## config.mk

```make
export PLATFORM = sky130hd
export DESIGN_NAME = if_id_stage
export DESIGN_NICKNAME = d
export VERILOG_FILES = /design/src/rtl/if_id_stage.sv
export SDC_FILE = /design/constraint.sdc
export NUM_CORES = 1
export LEC_CHECK = 0
export BUFFER_PORTS_ARGS = -buffer_cell sky130_fd_sc_hd__buf_2
export CAP_MARGIN = 20
export CORE_MARGIN = 8
export CORE_UTILIZATION = 47
export DETAILED_ROUTE_END_ITERATION = 10
export PLACE_DENSITY = 0.93
export SLEW_MARGIN = 20
export SYNTH_ARGS = -nofsm -noshare
export SYNTH_HDL_FRONTEND = slang
export SYNTH_SLANG_ARGS = --single-unit
```

## constraint.sdc

```tcl
create_clock -name clk_i -period 2.5 [get_ports clk_i]
set_clock_uncertainty 0.15 [all_clocks]
set_input_delay 0.5 -clock clk_i [delete_from_list [all_inputs] [get_ports clk_i]]
set_output_delay 0.5 -clock clk_i [all_outputs]
set_load 0.02 [all_outputs]
```

## src/rtl/if_id_stage.sv

```systemverilog
// Fetch-stage PC register and IF/ID pipeline register with hazard stall/flush handling.
// Define IF_ID_PERF_CNT_EN to build the saturating stall/flush performance counters.
module if_id_stage #(
    parameter logic [31:0] RESET_PC  = 32'h0000_0000,
    parameter logic [31:0] NOP_INSTR = 32'h0000_0013,
    parameter int          CNT_W     = 32
) (
    input  logic             clk_i,
    input  logic             rst_i,
    input  logic             start_i,
    input  logic             PCWrite_i,
    input  logic             Stall_i,
    input  logic             Flush_i,
    input  logic [31:0]      branch_target_i,
    input  logic [31:0]      instr_i,
    output logic [31:0]      pc_o,
    output logic [31:0]      ifid_pc_o,
    output logic [31:0]      ifid_instr_o,
    output logic             ifid_valid_o,
    output logic [CNT_W-1:0] stall_cnt_o,
    output logic [CNT_W-1:0] flush_cnt_o
);

    typedef enum logic {
        IDLE = 1'b0,
        RUN  = 1'b1
    } state_t;

    state_t      state, state_next;
    logic [31:0] pc, pc_next;
    logic [31:0] ifid_pc, ifid_pc_next;
    logic [31:0] ifid_instr, ifid_instr_next;
    logic        ifid_valid, ifid_valid_next;

    always_ff @(posedge clk_i) begin
        if (!rst_i) begin
            state      <= IDLE;
            pc         <= RESET_PC;
            ifid_pc    <= 32'h0000_0000;
            ifid_instr <= NOP_INSTR;
            ifid_valid <= 1'b0;
        end else begin
            state      <= state_next;
            pc         <= pc_next;
            ifid_pc    <= ifid_pc_next;
            ifid_instr <= ifid_instr_next;
            ifid_valid <= ifid_valid_next;
        end
    end

    // Stall outranks flush: a stalled branch in ID is re-evaluated next cycle.
    always_comb begin
        state_next      = state;
        pc_next         = pc;
        ifid_pc_next    = ifid_pc;
        ifid_instr_next = ifid_instr;
        ifid_valid_next = ifid_valid;
        case (state)
            IDLE: begin
                if (start_i) state_next = RUN;
            end
            RUN: begin
                if (!start_i) state_next = IDLE;
                if (Stall_i) begin
                    if (PCWrite_i) pc_next = pc + 32'd4;
                end else if (Flush_i) begin
                    ifid_pc_next    = pc;
                    ifid_instr_next = NOP_INSTR;
                    ifid_valid_next = 1'b0;
                    if (PCWrite_i) pc_next = branch_target_i;
                end else begin
                    ifid_pc_next    = pc;
                    ifid_instr_next = instr_i;
                    ifid_valid_next = 1'b1;
                    if (PCWrite_i) pc_next = pc + 32'd4;
                end
            end
            default: state_next = IDLE;
        endcase
    end

    assign pc_o         = pc;
    assign ifid_pc_o    = ifid_pc;
    assign ifid_instr_o = ifid_instr;
    assign ifid_valid_o = ifid_valid;

`ifdef IF_ID_PERF_CNT_EN
    logic [CNT_W-1:0] stall_cnt, flush_cnt;
    logic             stall_evt, flush_evt;

    assign stall_evt = (state == RUN) && Stall_i;
    assign flush_evt = (state == RUN) && !Stall_i && Flush_i;

    // Counters stick at all-ones rather than wrapping.
    always_ff @(posedge clk_i) begin
        if (!rst_i) begin
            stall_cnt <= '0;
            flush_cnt <= '0;
        end else begin
            if (stall_evt && (stall_cnt != '1)) stall_cnt <= stall_cnt + CNT_W'(1);
            if (flush_evt && (flush_cnt != '1)) flush_cnt <= flush_cnt + CNT_W'(1);
        end
    end

    assign stall_cnt_o = stall_cnt;
    assign flush_cnt_o = flush_cnt;
`else
    assign stall_cnt_o = '0;
    assign flush_cnt_o = '0;
`endif

endmodule

```

==> metrics.txt <==
area of the multi-input gates 2430 µm²; CTS Buf Count 9; largest net degree at the start of global routing 64; grt met3 use 0.0609; Clk Latency, worst-skew pair 0.37 ns; fin crit share 0.874; Tot Pwr 3.04 mW; Slew Viols, Final 0; first-pass GRT wire length 24,500 µm; VDD IR max 345 µV; clock tree sinks 98; Die Y-Extent 118 µm; Top-Level Pins 231; Area Growth Syn to Fin 19.7%; Worst EP required 2.65 ns; RSZ-0062 raised after global routing no; initial antenna violation count 0; ys flop type dfxtp_1; root buf cell clkbuf_8; Max Cap Viol 0; NumNets Final 835; HP Class in -> reg; routed len/inst 17.0 µm; Ys Warns 0; Leakage 2.47 nW; vias in the first global route 4,731; Fmax 457 MHz; DRT iter0 DRCs 472; Final Critical Period 2.19 ns; core footprint 10,200 µm²; diode count 0; met1 Use GR 0.250; fillcell total 961; post-route design area 5810 µm²; Final setup viols 0; area leader, netlist dfxtp_1; #FFs+latches synth 98; layout cells sized above 1 0.281; routability cong. 0.949; Initial Util 0.477; EDFF count, synth 0; CTS-repair resized insts 0; outcome completed; largest cells by area after synthesis dfxtp_1, buf_4, nand2_1; clock buffer depth 2; H-tree depth 3; arrival time worst endpoint 2.34 ns; Port Buffers 166; Netlist cell types 59; pre-CTS setup slack 0.257 ns; DIE WIDTH 118 µm; total grt overflow 0; Reg area 1960 µm²; post-DP HPWL 11,400 µm; DRT antenna net count 0; Final WS setup 0.314 ns; Die ar. 13,800 µm²; Overall Global Routing Usage 0.214; DRT Wirelength 15,400 µm; Slew HR 0.602; Placed Instance Area 5620 µm²; sequential share of the synthesized area 0.404; Worst setup SP type flip-flop; Worst Max-Slew Pin Slew 0.595 ns; router iterations before antenna repair 6; CTS tree done; setup_tns 0 ns; vias 4,904; syn_area_per_cell 7.93 µm²; met2 capacity usage during global routing 0.360; pwr dens 524 nW/µm²; drc violations 0; FP Rows 37; final hold viol count 0; Worst-path clk slew 0.11 ns; postcts setup bufs 0; GR peak layer met2; Hold Buf Count CTS 0; CP Class reg -> reg; CP Capture Type flip-flop; worst-path fanout max 10; detail-routed via count per cell 5.42; post-synth top area share 0.404; Post-synth ARST share 0; Cells after Synth 612; synthesized area 4850 µm²
## placed cells by master, fill, tap and decap left out, types with 3 or more instances in the layout
| master | count |
|---|---|
| a211oi_1 | 14 |
| o221ai_1 | 3 |
| nand4_1 | 11 |
| o31ai_1 | 3 |
| buf_2 | 166 |
| nand2_1 | 117 |
| nand3b_1 | 30 |
| nor4_1 | 4 |
| nor3_1 | 15 |
| nand3_1 | 10 |
| dfxtp_1 | 98 |
| inv_1 | 3 |
| and2_1 | 3 |
| o21ai_0 | 26 |
| buf_4 | 17 |
| conb_1 | 64 |
| and3_1 | 4 |
| and4_1 | 7 |
| buf_12 | 4 |
| clkbuf_8 | 10 |
| a311oi_1 | 6 |
| a21oi_1 | 83 |
| nor2_1 | 20 |
## power breakdown
part           leakage, nW  switching [mW]  total [mW]  internal (mW)
Sequential           0.793          0.0332        1.62           1.59
Combinational         1.58           0.282       0.409          0.127
Clock               0.0934           0.602        1.01          0.411
Total                 2.47           0.917        3.04           2.13
## layer usage
metal,vias to the layer above,share of wire
li1,2317,-
met1,2275,0.40
met2,273,0.48
met3,39,0.082
met4,0,0.030
met5,-,0
## area by class of cell
class	instances	share of cell area
multi-input combinational	464	0.419
sequential	98	0.338
timing repair buffer	187	0.179
tap	136	0.0293
clock buffer	10	0.0237
clock inverter	6	0.00947
inverter	4	0.00258
## sequential cells by signal (all words and copies together) (netlist names)
register      flops
ifid_instr_o     32
ifid_valid_o      1
pc_o             32
ifid_pc_o        32
state             1
## worst max-delay path, cell delays in order (launching register included)
cell	delay, ns
dfxtp_1	0.52
nand4_2	0.22
or2_0	0.40
or3_1	0.43
a211o_1	0.30
a21oi_1	0.11
## per-stage QoR
stage | utilization | instances | hold WS [ns]
final | 0.571 | 905 | 0.187
after global routing | 0.571 | 905 | 0.177
after CTS | 0.571 | 905 | 0.174
after detailed placement | 0.552 | 889 | 0.290
after global placement | 0.552 | 889 | 0.285
after floorplan | - | 675 | 0.380
## synth_stat cells, types with 3 or more instances
master and count:
a211oi_1 14, a21oi_1 83, a311oi_1 6, and2_1 3, and3_1 4, and4_1 7, buf_1 5, buf_2 5
buf_4 64, clkbuf_1 31, dfxtp_1 98, inv_1 4, nand2_1 117, nand2b_1 3, nand3_1 10, nand3b_1 30
nand4_1 11, nor2_1 20, nor3_1 15, nor4_1 4, o21ai_0 26, o221ai_1 3, o31ai_1 3
## worst paths after layout
kind / start / depth (start not counted) / endpoint / slack [ns]
min reg2reg: ifid_pc_o[15] / 2 / ifid_pc_o[15] / 0.30
max reg2reg: pc_o[9] / 5 / pc_o[23] / 0.31
max: pc_o[9] / 5 / pc_o[23] / 0.31
min: start_i / 2 / state / 0.19
## cell families after synthesis
| group | count (synthesis) | share of synthesized area |
|---|---|---|
| and+or+nand+nor | 242 | 0.254 |
| xor gates and xnor gates | 1 | 0.00180 |
| muxes | 2 | 0.00412 |
| other | 1 | 0.000772 |
| DFF | 98 | 0.404 |
| buffers and inverters | 113 | 0.145 |
| AOI/OAI and AO/OA | 154 | 0.187 |
| adders and majority gates | 1 | 0.00258 |
(Power assumes the default switching activity.)
